[src/rtl/riscv_branch_unit.sv]
// Execute-stage branch resolution for RISC-V: evaluates BEQ..BGEU, JAL and JALR into a
// one-entry registered result, and owns the 2-bit saturating-counter table read by fetch.
module riscv_branch_unit #(
   parameter int XLEN        = 32,
   parameter int BHT_ENTRIES = 16
) (
   input  logic            clk,
   input  logic            rst_n,
   input  logic            flush,
   input  logic            in_valid,
   output logic            in_ready,
   input  logic [1:0]      in_kind,
   input  logic [2:0]      in_funct3,
   input  logic [XLEN-1:0] in_pc,
   input  logic [XLEN-1:0] in_rs1,
   input  logic [XLEN-1:0] in_rs2,
   input  logic [XLEN-1:0] in_imm,
   input  logic            in_pred_taken,
   input  logic [XLEN-1:0] in_pred_target,
   output logic            out_valid,
   input  logic            out_ready,
   output logic            out_taken,
   output logic [XLEN-1:0] out_target,
   output logic [XLEN-1:0] out_link,
   output logic            out_mispredict,
   input  logic [XLEN-1:0] pred_pc,
   output logic            pred_taken
);

   localparam int IDX = (BHT_ENTRIES > 1) ? $clog2(BHT_ENTRIES) : 1;

   typedef enum logic [1:0] {
      KIND_BRANCH = 2'd0,
      KIND_JAL    = 2'd1,
      KIND_JALR   = 2'd2,
      KIND_NOP    = 2'd3
   } kind_e;

   localparam logic [1:0] CTR_WEAK_NT = 2'b01;
   localparam logic [1:0] CTR_MAX     = 2'b11;
   localparam logic [1:0] CTR_MIN     = 2'b00;

   logic            w_eq;
   logic            w_ltu;
   logic            w_lt;
   logic            w_cond;
   logic            w_taken;
   logic [XLEN-1:0] w_pc_plus_imm;
   logic [XLEN-1:0] w_rs1_plus_imm;
   logic [XLEN-1:0] w_jump_target;
   logic [XLEN-1:0] w_link;
   logic [XLEN-1:0] w_target;
   logic            w_mispredict;
   logic            w_accept;
   logic            w_train;
   logic [IDX-1:0]  w_in_idx;
   logic [IDX-1:0]  w_lookup_idx;
   logic            w_unused_pc_bits;
   logic [1:0]      w_ctr [BHT_ENTRIES];

   logic            r_valid;
   logic            r_taken;
   logic [XLEN-1:0] r_target;
   logic [XLEN-1:0] r_link;
   logic            r_mispredict;
   logic            r_is_branch;
   logic [IDX-1:0]  r_idx;

   // Signed less-than reuses the unsigned comparator: differing sign bits decide on their own.
   assign w_eq  = (in_rs1 == in_rs2);
   assign w_ltu = (in_rs1 < in_rs2);
   assign w_lt  = (in_rs1[XLEN-1] != in_rs2[XLEN-1]) ? in_rs1[XLEN-1] : w_ltu;

   always_comb begin
      w_cond = 1'b0;
      case (in_funct3)
         3'd0:    w_cond = w_eq;
         3'd1:    w_cond = !w_eq;
         3'd4:    w_cond = w_lt;
         3'd5:    w_cond = !w_lt;
         3'd6:    w_cond = w_ltu;
         3'd7:    w_cond = !w_ltu;
         default: w_cond = 1'b0;
      endcase
   end

   always_comb begin
      w_taken = 1'b0;
      case (kind_e'(in_kind))
         KIND_BRANCH: w_taken = w_cond;
         KIND_JAL:    w_taken = 1'b1;
         KIND_JALR:   w_taken = 1'b1;
         default:     w_taken = 1'b0;
      endcase
   end

   assign w_pc_plus_imm  = in_pc + in_imm;
   assign w_rs1_plus_imm = in_rs1 + in_imm;
   assign w_link         = in_pc + XLEN'(4);
   assign w_jump_target  = (in_kind == KIND_JALR) ? {w_rs1_plus_imm[XLEN-1:1], 1'b0}
                                                  : w_pc_plus_imm;
   assign w_target       = w_taken ? w_jump_target : w_link;
   assign w_mispredict   = (in_kind != KIND_NOP) &&
                           ((w_taken != in_pred_taken) ||
                            (w_taken && (w_target != in_pred_target)));

   assign in_ready = !r_valid || out_ready;
   assign w_accept = in_valid && in_ready && !flush;
   assign w_train  = r_valid && out_ready && !flush && r_is_branch;

   assign w_in_idx         = in_pc[IDX+1:2];
   assign w_lookup_idx     = pred_pc[IDX+1:2];
   assign w_unused_pc_bits = ^{pred_pc[XLEN-1:IDX+2], pred_pc[1:0]};

   always_ff @(posedge clk or negedge rst_n) begin
      if (!rst_n) begin
         r_valid <= 1'b0;
      end else if (flush) begin
         r_valid <= 1'b0;
      end else if (w_accept) begin
         r_valid <= 1'b1;
      end else if (out_ready) begin
         r_valid <= 1'b0;
      end
   end

   // Payload only moves on an accept, so it holds still under backpressure.
   always_ff @(posedge clk or negedge rst_n) begin
      if (!rst_n) begin
         r_taken      <= 1'b0;
         r_target     <= '0;
         r_link       <= '0;
         r_mispredict <= 1'b0;
         r_is_branch  <= 1'b0;
         r_idx        <= '0;
      end else if (w_accept) begin
         r_taken      <= w_taken;
         r_target     <= w_target;
         r_link       <= w_link;
         r_mispredict <= w_mispredict;
         r_is_branch  <= (in_kind == KIND_BRANCH);
         r_idx        <= w_in_idx;
      end
   end

   generate
      for (genvar gi = 0; gi < BHT_ENTRIES; gi++) begin : g_bht
         logic [1:0] r_ctr;

         always_ff @(posedge clk or negedge rst_n) begin
            if (!rst_n) begin
               r_ctr <= CTR_WEAK_NT;
            end else if (w_train && (r_idx == IDX'(gi))) begin
               if (r_taken && (r_ctr != CTR_MAX)) begin
                  r_ctr <= r_ctr + 2'd1;
               end else if (!r_taken && (r_ctr != CTR_MIN)) begin
                  r_ctr <= r_ctr - 2'd1;
               end
            end
         end

         assign w_ctr[gi] = r_ctr;
      end
   endgenerate

   // Lookup reads the registered counters, so a same-cycle update shows up one cycle later.
   assign pred_taken = w_ctr[w_lookup_idx][1];

   assign out_valid      = r_valid;
   assign out_taken      = r_taken;
   assign out_target     = r_target;
   assign out_link       = r_link;
   assign out_mispredict = r_mispredict;

endmodule

[config.mk]
export PLATFORM = sky130hd
export DESIGN_NAME = riscv_branch_unit
export DESIGN_NICKNAME = d
export VERILOG_FILES = /design/src/rtl/riscv_branch_unit.sv
export SDC_FILE = /design/constraint.sdc
export NUM_CORES = 1
export LEC_CHECK = 0
export CAP_MARGIN = 10
export CORE_MARGIN = 2
export CORE_UTILIZATION = 35
export DETAILED_ROUTE_END_ITERATION = 8
export PLACE_DENSITY = 0.59
export SLEW_MARGIN = 20
export SYNTH_ARGS = -nofsm -noshare
export SYNTH_HDL_FRONTEND = slang
export SYNTH_SLANG_ARGS = --single-unit
[constraint.sdc]
create_clock -name clk -period 2.4 [get_ports clk]
set_input_delay 0.48 -clock clk [delete_from_list [all_inputs] [get_ports clk]]
set_output_delay 0.48 -clock clk [all_outputs]
set_load 0.01 [all_outputs]
======== Yosys cells after proc, flatten, opt, wreduce, memory -nomap -nowiden ========
Cells that the tools add are included.
cells by class
  add/sub/neg operators ................... 35
  $lt $le $gt $ge ......................... 2
  eq/ne operators ......................... 43
  muxes and demuxes ....................... 43
  bitwise gates (word level) .............. 1
  reduce and logical (&&, ||, !) cells .... 116
operators with widths
  operator                                              count
  two-way mux 2 bit                                     34
  adder 32 bit                                          2
  two-way mux 32 bit                                    2
  nonzero test 2 bit                                    32
  logical AND 1 bit                                     55
  inequality test 2 bit (second input constant)         17
  adder 2 x 1 -> 2 bit (second input constant)          16
  adder 32 x 3 -> 32 bit (second input constant)        1
  equality test 32 bit                                  1
  equality test 4 bit (second input constant)           8
  less-than comparator 32 bit                           1
  inequality test 32 bit                                1
  AND reduction 2 bit                                   16
  subtractor 2 x 1 -> 2 bit (second input constant)     16
  equality test 4 x 3 -> 1 bit (second input constant)  4
  equality test 3 bit (second input constant)           4
  binary-select mux 2 bit (select 4 bit)                1
  equality test 4 x 2 -> 1 bit (second input constant)  2
  logical NOT 1 bit                                     6
  case mux 1 bit (6 select lines)                       1
  >= comparator 5 bit (second input constant)           1
  NOT 4 -> 5 bit                                        1
  equality test 4 x 1 -> 1 bit (second input constant)  1
  logical NOT 4 bit                                     1
  11 further kinds                                      16
storage, ports and cells
  register bits ........................... 104
  input port bits ......................... 203
  output and inout port bits .............. 69
  word-level logic and storage cells ...... 263

======== Longest topological paths before layout ========
  word-level depth ........................ 10
  depth in mapped cells ................... 17
  mapped depth without buffers ............ 14

======== Least setup slack after synthesis ========
Ideal clock, no wire load.
  kind .................................... input to register
  start point ............................. input port in_rs1[0]
  end point ............................... register r_mispredict (netlist: out_mispredict)
  library setup time ...................... 0.136 ns
  arrival time ............................ 3.845 ns
  required time ........................... 2.264 ns
  path slack .............................. -1.581 ns
  cell stages on the path ................. 14
  path buffers ............................ 0
  path through ............................ and2_1 fa_1 a211oi_2 o21ai_1 a221o_1 a2111oi_0 o31ai_1 or3_1 a311oi_1 mux2i_1 o21ai_0 or3_1 nor4_1 a31oi_1
on the way
  cells in the longest elaborated chain, start to end .. 10
  elaborated cells on any way between the ends .. 16
  classes of those cells .................. add/sub (1); order compare (1); eq/ne (3); mux (5); reduce/logical (6)
RTL lines
  item                             line  source
  start, declared                  15    input logic [XLEN-1:0] in_rs1,
  less-than comparator 32 bit      71    assign w_ltu = (in_rs1 < in_rs2);
  two-way mux 1 bit                72    assign w_lt = (in_rs1[XLEN-1] != in_rs2[XLEN-1]) ? in_rs1[XLEN-1] : w_ltu;
  logical NOT 1 bit                80    3'd5: w_cond = !w_lt;
  case mux 1 bit (6 select lines)  76    case (in_funct3)
  case mux 1 bit (2 select lines)  89    case (kind_e'(in_kind))
  two-way mux 32 bit               102   assign w_target = w_taken ? w_jump_target : w_link;
  inequality test 32 bit           105   (w_taken && (w_target != in_pred_target)));
  logical AND 1 bit                105
  logical OR 1 bit *               104   ((w_taken != in_pred_taken) ||
  logical AND 1 bit *              103   assign w_mispredict = (in_kind != KIND_NOP) &&
  end signal, assigned             140   r_mispredict <= w_mispredict;
  end, declared                    65    logic r_mispredict;
Every way passes the cells marked *; elsewhere a longest branch is shown, timed or not.
A chain may end at the register's enable or synchronous reset.

======== Worst setup path after layout ========
  start point ............................. input port in_imm[0]
  end point ............................... register r_mispredict (netlist: out_mispredict)
on the way
  cells in the longest elaborated chain, start to end .. 7
  elaborated cells on any way between the ends .. 8
  classes of those cells .................. add/sub (2); eq/ne (1); mux (2); reduce/logical (3)
RTL lines
  item                                    line    source
  start, declared                         17      input logic [XLEN-1:0] in_imm,
  adder 32 bit, on equally long branches  97, 98
  two-way mux 32 bit *                    100     assign w_jump_target = (in_kind == KIND_JALR) ? {w_rs1_plus_imm[XLEN-1:1], 1'b0}
  two-way mux 32 bit *                    102
  inequality test 32 bit *                105
  logical AND 1 bit *                     105
  logical OR 1 bit *                      104
  logical AND 1 bit *                     103
Marked as above.

==> run_results.csv <==
group,metric,value,unit
status,status,"finished, violations left",
status,violations,"setup timing",
floorplan,ios,272,
global_routing,grt_usage,0.262,
placement,placed_area,0.0164,mm2
timing,period_share,1.65,
cells_and_area,multi_input_area,0.00903,mm2
timing,setup_viol,34,
floorplan,start_util,0.353,
logic_synthesis,synth_nets,1647,
logic_synthesis,synth-edff-count,0,
floorplan,fp.dieW,176,um
critical_path,slowest_delay,420,ps
hold_path,hold_path_class,"in2async",
logic_synthesis,syn_inst,1344,
timing,period_needed,3970,ps
clocking,insertion_delay,350,ps
global_routing,grt_overflow_total,0,
critical_path,criticalPathCategory,"in2reg",
route,drc,0,
power_and_ir_drop,leakage,8.16,nW
logic_synthesis,ys.flop_type,"dfrtp_1",
global_routing,grt_pass1_vias,12158,
route,wl_per_cell,17.7,um
logic_synthesis,synth-seq-area-share,0.253,
clocking,cts_tree,"built",
cells_and_area,final_area,0.0185,mm2
floorplan,core,0.0294,mm2
logic_synthesis,synth_seq_cells,104,
power_and_ir_drop,p_per_area,448,mW/mm2
logic_synthesis,async_reset_ff_frac,1.00,
floorplan,die_height,176,um
clocking,tritoncts.num_buffers,9,
critical_path,r2r_start,"out_valid$_DFFE_PN0P_",
clocking,ctsHoldBuffers,0,
job,drv_cap,0,
critical_path,critPathLaunchType,"primary input",
critical_path,cp_cell_sequence,"buf_8 -> and2_4 -> fa_2 -> a211oi_2 -> o21ai_2 -> a221o_2 -> a2111oi_4 -> o31ai_2 -> or3_4 -> a311oi_4 -> mux2i_1 -> o21ai_1 -> or3_1 -> nor4_1 -> a31oi_1",
global_routing,grt_antenna_before_repair,3,
clocking,clockBufferDepth,2,
timing,rsz0062_at_grt,"yes",
cells_and_area,nets,2299,
floorplan,std_cell_rows,63,
clocking,cts-root-buf,"clkbuf_16",
cells_and_area,final_core_util,0.628,
critical_path,required,2620,ps
placement,place_inst,2328,
timing,fin_ws,-1570,ps
route,drt_iter0_markers,846,
route,wirelength,42.3,mm
critical_path,crit_start,"in_imm[0]",
clocking,h-tree-depth,3,
floorplan,dieArea,0.0311,mm2
cells_and_area,area_growth,77.9,%
logic_synthesis,syn_avg_cell_area,7.72,um2
logic_synthesis,ys_warn_count,0,
global_routing,grt_max_degree,70,
clocking,cts_sinks,104,
cells_and_area,drive_gt1_frac,0.403,
critical_path,slowest_stage,"a221o_2",
route,detail-route-antenna-nets,0,
route,vias,12489,
placement,dp_hpwl,33.9,mm
global_routing,grt_first_pass_wirelength,64.3,mm
route,viasPerCell,5.22,
critical_path,crit_arrival,4180,ps
power_and_ir_drop,ir_worst_vdd,0.310,mV
critical_path,cp-end-kind,"register",
logic_synthesis,synth_area,0.0104,mm2
placement,gp_congestion,0.915,
logic_synthesis,synth_cell_type_count,81,
cells_and_area,fillCellCount,2546,
timing,maxSlewViolCount,0,
cells_and_area,seq_area,0.00262,mm2
timing,hold_viol,0,
timing,skew,11.0,ps
placement,post-place-ws,-2400,ps
timing,fmax,0.252,GHz
timing,worst_pin_slew,763,ps
timing,slew_headroom,0.491,
timing,whs,111,ps
cells_and_area,final_cells,2394,
placement,io_buffers,243,
clocking,clk_pin_slew,80,ps
critical_path,cp_max_fo,2,
route,dr.pass1.iters,5,
## cells in the mapped netlist (17+ instances only)
| cell type | instances | area, um2 |
|---|---|---|
| a21o_1 | 17 | 128 |
| a21oi_1 | 111 | 556 |
| clkbuf_1 | 31 | 116 |
| dfrtp_1 | 88 | 2200 |
| ha_1 | 98 | 1230 |
| inv_1 | 63 | 236 |
| mux2i_1 | 21 | 210 |
| nand2_1 | 195 | 732 |
| nand3_1 | 39 | 195 |
| nand4_1 | 17 | 106 |
| nor2_1 | 121 | 454 |
| nor3_1 | 26 | 130 |
| o21ai_0 | 137 | 686 |
| xnor2_1 | 42 | 368 |
| xor2_1 | 47 | 412 |
## metrics by stage
step	total power, mW	TNS [ps]
6_report	8.28	-22270
3_5_place_dp	6.15	-65110
5_1_grt	8.75	-24850
2_1_floorplan	3.96	-19310
3_3_place_gp	6.11	-63430
4_1_cts	8.01	-21720
## placed cells by master, fill, tap and decap left out, types with 11 or more instances in the layout
cell             synthesis  final
buf_2                    2     32
o211ai_1                15     15
mux2i_1                 21     14
nor2b_1                 13     11
or3_1                   16     15
o21ai_0                137     95
nand2_1                195    182
inv_1                   63     35
xnor2_1                 42     37
dlymetal6s2s_1           0     14
dfstp_2                 16     16
nand3_1                 39     34
nand2b_1                16     16
a21oi_1                111     83
clkbuf_2                 0     13
o21ai_1                  4     28
a21oi_2                  0     23
inv_2                    0     22
buf_6                    3     44
dfrtp_1                 88     88
nand3b_1                16     16
nand4_1                 17     17
dlygate4sd2_1            0     28
nor3_1                  26     20
nand2_2                  0     11
a21o_1                  17     17
and3_1                  14     11
ha_4                     0     54
clkdlybuf4s50_1          0    131
buf_4                    0    394
ha_1                    98     38
nor2_1                 121    102
o21ai_2                  0     17
xor2_1                  47     43
## flip-flops by register name, indices dropped and copies added (netlist names)
signal / flops
out_mispredict: 1
out_taken: 1
g_bht.r_ctr: 32
r_idx: 4
out_target: 32
out_valid: 1
r_is_branch: 1
out_link: 32
## final cells by class
cell class / count / share of cell area
antenna: 3 / 0.000407
clock buffer: 9 / 0.0122
clock inverter: 7 / 0.00379
inverter: 63 / 0.0142
multi-input combinational: 1137 / 0.489
sequential: 104 / 0.142
tap: 390 / 0.0264
timing repair buffer: 681 / 0.312
## power breakdown
group | total [mW] | leakage, nW | internal, mW | switching (mW)
clock | 1.48 | 0.142 | 0.735 | 0.745
sequential | 2.20 | 1.28 | 2.00 | 0.199
combinational | 4.60 | 6.74 | 2.43 | 2.17
total | 8.28 | 8.16 | 5.16 | 3.11
## worst paths after layout
check                                                  to  depth (start not counted)  slack (ps)
setup / recovery               out_mispredict$_DFFE_PN0P_                         15       -1570
hold / removal             g_bht[13].r_ctr[1]$_DFFE_PN0P_                          1         110
setup reg to reg               out_mispredict$_DFFE_PN0P_                         12        -520
hold reg to reg                  out_link[27]$_DFFE_PN0P_                          2         470
max in group asynchronous   g_bht[0].r_ctr[0]$_DFFE_PN1P_                          2        1620
min in group clk                 out_link[27]$_DFFE_PN0P_                          2         470
## layer usage
layer / routed length, um / track usage
met1: 19600 / 0.365
met2: 19200 / 0.425
met3: 1980 / 0.0237
met4: 1480 / 0.0930
met5: 0 / 0
## kinds of logic after synthesis
family | share of synthesized area
AO/OA/AOI/OAI | 0.238
XOR/XNOR | 0.0751
adder cells (fa/ha/maj) | 0.122
buffers and inverters | 0.0397
flip-flops | 0.253
multiplexers | 0.0398
AND/OR/NAND/NOR | 0.233
## critical path: cells and delay by family
| family | cells | cell delay (ps) |
|---|---|---|
| multiplexers | 1 | 250 |
| adder cells (fa/ha/maj) | 1 | 340 |
| buffers and inverters | 1 | 90 |
| AO/OA/AOI/OAI | 8 | 1880 |
| AND/OR/NAND/NOR | 4 | 1120 |
## repair_timing
action                     CTS  global route
resized for setup          450           175
gates cloned                 0             0
setup buffers               35            19
setup endpoints to repair   43            61
pin swaps                  103            62
No activity file was read; power rests on OpenSTA's default activity.
